==> src/rtl/regfile_write_ctrl.sv <==
// regfile_write_ctrl: registered two-channel write-port controller for the
// register file. Channel A always wins; a losing channel B request waits in a
// one-entry hold buffer. Read bypass exposes writes not yet committed.
// Optional feature macro: ZERO_REG_EN (register 0 hardwired, writes discarded).
module regfile_write_ctrl #(
  parameter int unsigned ADDR_W = 4,
  parameter int unsigned DATA_W = 16,
  localparam int unsigned NREG = 2 ** ADDR_W
) (
  input  logic              clk,
  input  logic              rst,
  input  logic              wr_en_a,
  input  logic [ADDR_W-1:0] wr_addr_a,
  input  logic [DATA_W-1:0] wr_data_a,
  input  logic              wr_en_b,
  input  logic [ADDR_W-1:0] wr_addr_b,
  input  logic [DATA_W-1:0] wr_data_b,
  output logic              wr_ready_b,
  input  logic [ADDR_W-1:0] rd_addr0,
  input  logic [ADDR_W-1:0] rd_addr1,
  output logic [NREG-1:0]   wordline,
  output logic [DATA_W-1:0] wr_data_q,
  output logic              bypass_hit0,
  output logic              bypass_hit1,
  output logic [DATA_W-1:0] bypass_data0,
  output logic [DATA_W-1:0] bypass_data1,
  output logic              collision,
  output logic [7:0]        coll_cnt
);

`ifdef ZERO_REG_EN
  localparam bit ZERO_REG = 1'b1;
`else
  localparam bit ZERO_REG = 1'b0;
`endif

  logic              stg_valid;
  logic [ADDR_W-1:0] stg_addr;
  logic [DATA_W-1:0] stg_data;
  logic              hold_valid;
  logic [ADDR_W-1:0] hold_addr;
  logic [DATA_W-1:0] hold_data;

  logic              acc_a, acc_b;
  logic              drop_b, squash, to_hold, coll_ev;
  logic              issue_valid;
  logic [ADDR_W-1:0] issue_addr;
  logic [DATA_W-1:0] issue_data;

  logic [ADDR_W-1:0]           rd_addr [2];
  logic [1:0]                  hit;
  logic [1:0][DATA_W-1:0]      hit_data;

  assign wr_ready_b = !hold_valid && !rst;

  // Acceptance, conflict detection and issue selection for this cycle
  always_comb begin
    acc_a   = !rst && wr_en_a && !(ZERO_REG && wr_addr_a == '0);
    acc_b   = wr_en_b && wr_ready_b && !(ZERO_REG && wr_addr_b == '0);
    drop_b  = acc_a && acc_b && (wr_addr_a == wr_addr_b);
    to_hold = acc_a && acc_b && (wr_addr_a != wr_addr_b);
    squash  = acc_a && hold_valid && (hold_addr == wr_addr_a);
    coll_ev = drop_b || squash;
    issue_valid = 1'b0;
    issue_addr  = '0;
    issue_data  = '0;
    if (acc_a) begin
      issue_valid = 1'b1;
      issue_addr  = wr_addr_a;
      issue_data  = wr_data_a;
    end else if (hold_valid) begin
      issue_valid = 1'b1;
      issue_addr  = hold_addr;
      issue_data  = hold_data;
    end else if (acc_b) begin
      issue_valid = 1'b1;
      issue_addr  = wr_addr_b;
      issue_data  = wr_data_b;
    end
  end

  // Stage register and its decoded wordline / data outputs
  always_ff @(posedge clk) begin
    if (rst) begin
      stg_valid <= 1'b0;
      stg_addr  <= '0;
      stg_data  <= '0;
      wordline  <= '0;
      wr_data_q <= '0;
    end else begin
      stg_valid <= issue_valid;
      stg_addr  <= issue_addr;
      stg_data  <= issue_data;
      wordline  <= issue_valid ? (NREG'(1) << issue_addr) : '0;
      wr_data_q <= issue_valid ? issue_data : '0;
    end
  end

  // Hold buffer: filled by a B request that lost to A, emptied on issue or squash
  always_ff @(posedge clk) begin
    if (rst) begin
      hold_valid <= 1'b0;
      hold_addr  <= '0;
      hold_data  <= '0;
    end else if (to_hold) begin
      hold_valid <= 1'b1;
      hold_addr  <= wr_addr_b;
      hold_data  <= wr_data_b;
    end else if (squash || (!acc_a && hold_valid)) begin
      hold_valid <= 1'b0;
    end
  end

  // Collision pulse and saturating collision counter
  always_ff @(posedge clk) begin
    if (rst) begin
      collision <= 1'b0;
      coll_cnt  <= '0;
    end else begin
      collision <= coll_ev;
      if (coll_ev && coll_cnt != 8'hFF) coll_cnt <= coll_cnt + 8'd1;
    end
  end

  assign rd_addr[0] = rd_addr0;
  assign rd_addr[1] = rd_addr1;

  // Bypass lookup, newest source first: incoming A, incoming B, hold, stage.
  // Incoming writes are included so a read in the request cycle sees the data.
  always_comb begin
    hit      = '0;
    hit_data = '0;
    for (int unsigned k = 0; k < 2; k++) begin
      if (ZERO_REG && rd_addr[k] == '0) begin
        hit[k] = 1'b0;
      end else if (acc_a && wr_addr_a == rd_addr[k]) begin
        hit[k]      = 1'b1;
        hit_data[k] = wr_data_a;
      end else if (acc_b && wr_addr_b == rd_addr[k]) begin
        hit[k]      = 1'b1;
        hit_data[k] = wr_data_b;
      end else if (hold_valid && hold_addr == rd_addr[k]) begin
        hit[k]      = 1'b1;
        hit_data[k] = hold_data;
      end else if (stg_valid && stg_addr == rd_addr[k]) begin
        hit[k]      = 1'b1;
        hit_data[k] = stg_data;
      end
    end
  end

  assign bypass_hit0  = hit[0];
  assign bypass_hit1  = hit[1];
  assign bypass_data0 = hit_data[0];
  assign bypass_data1 = hit_data[1];

endmodule

==> config.mk <==
export PLATFORM = sky130hd
export DESIGN_NAME = regfile_write_ctrl
export DESIGN_NICKNAME = d
export VERILOG_FILES = /design/src/rtl/regfile_write_ctrl.sv
export SDC_FILE = /design/constraint.sdc
export NUM_CORES = 1
export LEC_CHECK = 0
export BUFFER_PORTS_ARGS = -buffer_cell sky130_fd_sc_hd__buf_4
export CORE_MARGIN = 5
export CORE_UTILIZATION = 38
export DETAILED_ROUTE_END_ITERATION = 8
export GPL_TIMING_DRIVEN = 0
export PLACE_DENSITY = 0.59
export RECOVER_POWER = 100
export SYNTH_ARGS = -nofsm -noshare
export SYNTH_HDL_FRONTEND = slang
export SYNTH_SLANG_ARGS = --single-unit
==> constraint.sdc <==
create_clock -name clk -period 2.6 [get_ports clk]
set_clock_uncertainty 0.1 [all_clocks]
set_input_delay 0.52 -clock clk [delete_from_list [all_inputs] [get_ports clk]]
set_output_delay 0.52 -clock clk [all_outputs]
set_load 0.02 [all_outputs]
==> results of run 1 <==
-- worst reg2reg max path, cell delays in order, from the launching register on --
cell and delay [ns]:
dfxtp_4 0.39, buf_4 0.15, xnor2_2 0.12, nand4_1 0.11
o22a_1 0.25, clkbuf_1 0.34, inv_1 0.16, nand3_1 0.12
mux2_2 0.33
-- per-layer routing --
metal | vias to the layer above | wire length (µm) | part of all wire | global-route usage
met5 | - | 0 | 0 | 0
li1 | 2368 | - | - | -
met3 | 63 | 1550 | 0.083 | 0.0551
met1 | 2507 | 7720 | 0.41 | 0.311
met2 | 300 | 8840 | 0.47 | 0.399
met4 | 0 | 570 | 0.031 | 0.102
-- placed cells by master, fill, tap and decap left out, types with 5 or more instances in the layout --
| cell type | Yosys | layout |
|---|---|---|
| nor2_1 | 109 | 107 |
| dfxtp_1 | 83 | 77 |
| buf_4 | 3 | 74 |
| clkbuf_1 | 20 | 58 |
| nand2_1 | 48 | 42 |
| buf_6 | 8 | 38 |
| a21oi_1 | 24 | 24 |
| o21ai_0 | 39 | 23 |
| mux2i_1 | 22 | 21 |
| nor3_1 | 22 | 17 |
| a22oi_1 | 16 | 16 |
| xnor2_1 | 20 | 15 |
| nand3_2 | 1 | 15 |
| a221oi_4 | 0 | 12 |
| clkbuf_16 | 0 | 12 |
| buf_12 | 0 | 10 |
| xor2_1 | 16 | 10 |
| a311oi_4 | 1 | 10 |
| nand3_1 | 25 | 10 |
| o21ai_2 | 0 | 10 |
| xnor2_2 | 4 | 9 |
| buf_8 | 0 | 7 |
| o21ai_1 | 1 | 7 |
| a311oi_2 | 0 | 6 |
| xor2_2 | 0 | 5 |
| nor3_2 | 1 | 5 |
| nand2_2 | 0 | 5 |
| clkbuf_2 | 2 | 5 |
| inv_1 | 5 | 5 |
| nand4_1 | 5 | 5 |
| nor3b_1 | 5 | 5 |
-- cells by family (layout without fill, tap and decap cells) --
logic type | Yosys count | in the layout
simple gates | 247 | 247
compound gates | 125 | 125
xor+xnor | 40 | 40
flops | 83 | 83
buf+inv | 56 | 226
fa+ha+maj | 1 | 1
mux | 23 | 23
-- layout make-up --
| type | instances | area share |
|---|---|---|
| buffer | 43 | 0.0519 |
| clock inverter | 7 | 0.0111 |
| multi-input combinational | 436 | 0.463 |
| inverter | 5 | 0.00257 |
| timing repair buffer | 162 | 0.185 |
| clock buffer | 9 | 0.0308 |
| tap | 147 | 0.0252 |
| sequential | 83 | 0.230 |
-- sequential cells by signal, indices dropped and copies added (netlist names) --
| register | flops |
|---|---|
| coll_cnt | 8 |
| collision | 1 |
| hold_addr | 4 |
| hold_data | 16 |
| hold_valid | 1 |
| stg_addr | 4 |
| stg_data | 16 |
| stg_valid | 1 |
| wordline | 16 |
| wr_data_q | 16 |
-- repair_timing --
item                       4_1_cts  5_1_grt
pin swaps                       47       35
setup buffers                   25       10
resized for setup              138       73
gates cloned                     3        3
setup endpoints to repair       35       33
-- through the flow --
stage | power (mW) | area (µm²) | setup TNS, ns
after floorplan | 1.68 | 4770 | -0.407
after global placement | 1.90 | 5870 | -12.80
after detailed placement | 1.91 | 5870 | -13.14
after CTS | 3.32 | 7000 | -3.13
after global routing | 3.46 | 7300 | -5.67
final | 3.35 | 7300 | -2.67
-- cells in the mapped netlist, drive strengths merged --
master,n,area share
nor2,109,0.089
dfxtp,83,0.36
nand2,48,0.039
o21ai,40,0.044
buf,29,0.043
nand3,26,0.029
a21oi,24,0.026
xnor2,24,0.052
nor3,23,0.026
clkbuf,22,0.019
mux2i,22,0.048
a221oi,16,0.031
a22oi,16,0.026
a311oi,16,0.034
xor2,16,0.031
and2,8,0.011
nor3b,6,0.011
inv,5,0.0041
nand4,5,0.0068
a31oi,4,0.0054
and3,4,0.0054
nor4bb,4,0.0087
or4,4,0.0065
and4,3,0.0057
o31ai,3,0.0049
o311ai,2,0.0038
and2b,1,0.0016
and3b,1,0.0019
ha,1,0.0027
mux2,1,0.0025
nand2b,1,0.0014
nor2b,1,0.0014
nor4,1,0.0046
o211a,1,0.0022
o22a,1,0.0019
o31a,1,0.0019
o41ai,1,0.0019
or2,1,0.0014
or4b,1,0.0022
-- path summary, 6_finish.rpt --
path,to,slack [ns],start,depth (start not counted)
worst max-delay path,bypass_data1[13],-0.18,hold_addr[1]$_SDFFE_PP0P_,8
worst min-delay path,hold_data[6]$_SDFFE_PP0P_,0.34,wr_data_b[6],3
worst max register to register,coll_cnt[2]$_SDFFE_PP0P_,0.42,hold_addr[0]$_SDFFE_PP0P_,8
worst min register to register,coll_cnt[1]$_SDFFE_PP0P_,0.41,coll_cnt[1]$_SDFFE_PP0P_,2
-- power groups by stage --
stage               Clock (mW)  Combinational [mW]  Sequential (mW)
floorplan                    0               0.290             1.39
global placement             0               0.533             1.37
detailed placement           0               0.538             1.37
CTS                       1.36               0.609             1.35
global route              1.41               0.684             1.36
finish                    1.35               0.644             1.36
==> out/metrics.yaml, run 1 <==
setup_ws_ns: -0.175
ir_drop_mv: 0.270
drt_iter0_markers: 511
multi_input_area_um2: 3380
place_ws_ns: -0.543
crit_buf_inv: 4
cp_slowest_stage_delay_ns: 0.36
ctsHoldBuffers: 0
p_int_mw: 2.35
clk_path_buf_depth: 2
final_max_slew_viol_count: 0
grt_use_total: 0.245
ys.warnings.count: 0
nets: 793
criticalPathCategory: "reg -> out"
synth_fa_ha_area_frac: 0.00272
clockRootBuffer: "clkbuf_16"
synth_area_per_cell_um2: 7.99
num_vias: 5238
max_freq_mhz: 360
viasPerCell: 5.87
overflow: 0
crit_chain: "buf_6 -> xnor2_1 -> and3_4 -> buf_12 -> buf_12 -> a221oi_4 -> o21ai_2 -> buf_6"
synthDistinctLibCells: 50
nFillCells: 1071
swShare: 0.298
drive_gt1_frac: 0.361
clkPwrFrac: 0.402
power_frac_comb: 0.192
io_buffers: 121
cp_max_fo: 5
cts.htree.levels: 3
setup_violations: 34
dr.pass1.iters: 6
fp.coreArea_um2: 11900
synth_top_family_by_area: "simple AND/OR/NAND/NOR gates"
slew_headroom: 0.443
synth_area_um2: 4590
period_needed_ns: 2.78
instances_no_fill: 892
first_global_vias: 5371
area_growth_pct: 58.9
postSynthCellCount: 575
leakagePower_nw: 2.90
tritoncts: "done"
power_density_nw_per_um2: 459
violations: "negative setup slack"
grt_setup_unrepaired: "true"
seqCellArea_um2: 1680
outcome: "finished with violations"
antenna_found_initial: 0
synth_mux_area_frac: 0.0504
gp_congestion: 0.864
tightest_slew_ns: 0.836
synth-xor-area-share: 0.0828
rows: 40
cts.sink_count: 83
hold_class: "in -> reg"
synthSimpleGateAreaFrac: 0.254
ys_seq_elements: 83
grt_max_degree: 17
start_util: 0.386
holdWs_ns: 0.341
drc: 0
crit_family: "buffers and inverters"
finalHoldViolCount: 0
path_clk_slew_ns: 0.06
ant_nets: 0
start_kind: "flip-flop"
grt_pass1_wl_mm: 28.2
cap_violations: 0
fin_crit_sh: 1.07
critPathRequiredTime_ns: 1.98
n_antenna_cell: 0
post_drt_wl_per_cell_um: 20.9
wl_mm: 18.7
dieWidth_um: 120
switching_power_mw: 0.999
syn-num-nets: 628
synth-compound-area-share: 0.183
place_inst: 843
crit_path_top_delay_cell: "xnor2_1"
die_h_um: 120
cts_made_buffers: 9
crit_arrival_ns: 2.16
clk_latency_ns: 0.35
die_area_um2: 14400
endpoint_kind: "output port"
seq_area_frac_synth: 0.362
seq_power_share: 0.406
post-route-util: 0.613
io_pins: 128
dp_hpwl_mm: 11.9
Note: power is estimated with default switching activity, not from simulation.
==> run 2, diff against run 1 <==
CORE_ASPECT_RATIO = 1.2   (was unset)
==> run 2 against run 1 <==
Effect of this change: the run still ends with negative setup slack left; critical path depth unchanged; cell count is 0.78% higher; clock-buffer cell count increased by 2; total power shrank 0.33%; sequential power about the same; routed wire length is 5.8% lower; design area fell by 2.6%; core utilization is 2.1 points lower; hold slack improved by 0.010 ns; fmax is 3.7% higher; critical path type is now in -> out; largest cell class unchanged; largest power group unchanged.
==> out/metrics.yaml, run 2 (synthesis results as in run 1) <==
holdWs_ns: 0.351  # +0.0101 ns
path_clk_slew_ns: 0.06  # about the same
crit_chain: "buf_6 -> xor2_1 -> nor3_2 -> nand3_4 -> and2_4 -> buf_8 -> a311oi_4 -> buf_6"
tightest_slew_ns: 0.829  # -0.00696 ns
final_common_cell: "nor2_1"
io_pins: 128  # unchanged
start_util: 0.383  # -0.00290
final_max_slew_viol_count: 0  # unchanged
post_drt_wl_per_cell_um: 19.6  # -6.6%
setup_ws_ns: -0.0763  # +0.0991 ns
power_density_nw_per_um2: 470  # +2.4%
multi_input_area_um2: 3350  # -0.92%
post-route-util: 0.592  # -0.0207
first_global_vias: 5097  # -5.1%
dr.pass1.iters: 7  # +1
grt_setup_unrepaired: "true"
r2r-start: "hold_valid$_SDFFE_PP0P_"
num_vias: 5059  # -3.4%
dieWidth_um: 110  # -8.0%
ant_nets: 0  # unchanged
critPathRequiredTime_ns: 1.98  # about the same
clk_path_buf_depth: 2  # unchanged
endpoint: "bypass_data0[4]"
n_antenna_cell: 0  # unchanged
power.total_mw: 3.34  # -0.33%
worst-r2r-setup-slack_ns: 0.35  # -0.07 ns
dp_hpwl_mm: 11.7  # -1.5%
mostFrequentLayoutCells: "nor2_1 (107), buf_4 (79), dfxtp_1 (76)"
area_growth_pct: 54.7
cp_slowest_stage_delay_ns: 0.31  # -0.05 ns
design_area_um2: 7110  # -2.6%
die_h_um: 130  # +8.7%
overflow: 0  # unchanged
place_inst: 857  # +1.7%
endpoint_kind: "output port"
critPathLaunch: "wr_addr_b[2]"
period_needed_ns: 2.68  # -0.0991 ns
io_buffers: 121  # unchanged
drc: 0  # unchanged
clockRootBuffer: "clkbuf_16"
crit_path_top_delay_cell: "a311oi_4"
leakagePower_nw: 2.81  # -3.3%
postPlaceCellArea_um2: 5880  # +0.30%
outcome: "finished with violations"
criticalPathCategory: "in -> out"
cts_made_buffers: 9  # unchanged
setup_tns_ns: -1.02  # +1.64 ns
crit_arrival_ns: 2.06  # -0.10 ns
gp_congestion: 0.866  # +0.23%
cp_max_fo: 7  # +2
violations: "negative setup slack"
tritoncts: "done"
place_ws_ns: -0.507  # +0.0368 ns
cts.htree.levels: 3  # unchanged
antenna_found_initial: 0  # unchanged
max_freq_mhz: 374  # +3.7%
die_area_um2: 14400  # about the same
ctsHoldBuffers: 0  # unchanged
fp.coreArea_um2: 12000  # +0.76%
viasPerCell: 5.63  # -4.2%
grt_use_total: 0.246  # +0.00132
clk_latency_ns: 0.34  # about the same
slew_headroom: 0.447  # +0.00464
drive_gt1_frac: 0.346  # -0.0155
seqCellArea_um2: 1680  # about the same
nets: 787  # -0.76%
ir_drop_mv: 0.335  # +24%
setup_violations: 27  # -21%
finalHoldViolCount: 0  # unchanged
nFillCells: 1122  # +4.8%
drt_iter0_markers: 397  # -22%
wl_mm: 17.6  # -5.8%
cts.sink_count: 83  # unchanged
reg2reg_to: "stg_data[11]$_SDFF_PP0_"
cap_violations: 0  # unchanged
fin_crit_sh: 1.03  # -0.0381
grt_max_degree: 14  # -3
grt_pass1_wl_mm: 27.1  # -3.8%
hold_class: "in -> reg"
worst_path_most_repeated_cell: "buf_6"
start_kind: "input pin"
rows: 44  # +10%
r2r_cells: 8  # unchanged
instances_no_fill: 899  # +0.78%
-- run 2: cell count changes in the layout (fill, tap and decap cells not counted), moves of 4 or more --
cell	before	now
o21ai_0	23	19
clkbuf_1	58	63
nand2_1	42	46
nand3_4	1	6
inv_6	4	0
o21ai_1	7	12
buf_12	10	4
nand3_2	15	10
nor3_2	5	9
buf_4	74	79
-- run 2: worst min path at each step --
stage                                            to  slack (ns)                       from  depth (start not counted)
final                       wr_data_q[2]$_SDFF_PP0_        0.35               wr_data_a[2]                          3
after global routing      hold_data[0]$_SDFFE_PP0P_        0.36               wr_data_b[0]                          3
after CTS                 hold_data[7]$_SDFFE_PP0P_        0.34               wr_data_b[7]                          3
after detailed placement   coll_cnt[5]$_SDFFE_PP0P_        0.39   coll_cnt[5]$_SDFFE_PP0P_                          2
after global placement     coll_cnt[5]$_SDFFE_PP0P_        0.38   coll_cnt[5]$_SDFFE_PP0P_                          2
after floorplan           hold_data[0]$_SDFFE_PP0P_        0.41  hold_data[0]$_SDFFE_PP0P_                          2
-- run 2: power by group --
| part | switching [mW] | internal [mW] | total [mW] |
|---|---|---|---|
| combinational | 0.356 | 0.266 | 0.621 |
| clock | 0.522 | 0.839 | 1.36 |
| sequential | 0.0419 | 1.32 | 1.36 |
| total | 0.920 | 2.42 | 3.34 |
-- run 2: worst max-delay path, delay by kind of cell --
family | cells | cell delay, ns
AOI/OAI and AO/OA | 1 | 0.31
buffers and inverters | 3 | 0.44
and+or+nand+nor | 3 | 0.60
xor gates and xnor gates | 1 | 0.18
-- run 2: area by class of cell --
type / instances / share of cell area
plain buffers: 43 / 0.0519
clock inverters: 4 / 0.0107
flip-flops and latches: 83 / 0.236
repair buffers: 156 / 0.166
inverters: 5 / 0.00264
clock buffers: 11 / 0.0327
multi-input cells: 436 / 0.471
well taps: 161 / 0.0283
-- run 2: layer usage --
metal  share of wire  vias up  GRT usage
li1                -     2354          -
met4           0.028        0      0.106
met2            0.49      268      0.411
met3           0.078       42     0.0447
met1            0.40     2395      0.311
met5               0        -          0
-- run 2: repair_timing --
item                                    in CTS  in global routing
buffers inserted                            24                  6
gates resized for setup                    149                 57
endpoints found under the setup margin      35                 34
cloned                                       4                  1
pin swaps                                   54                 26
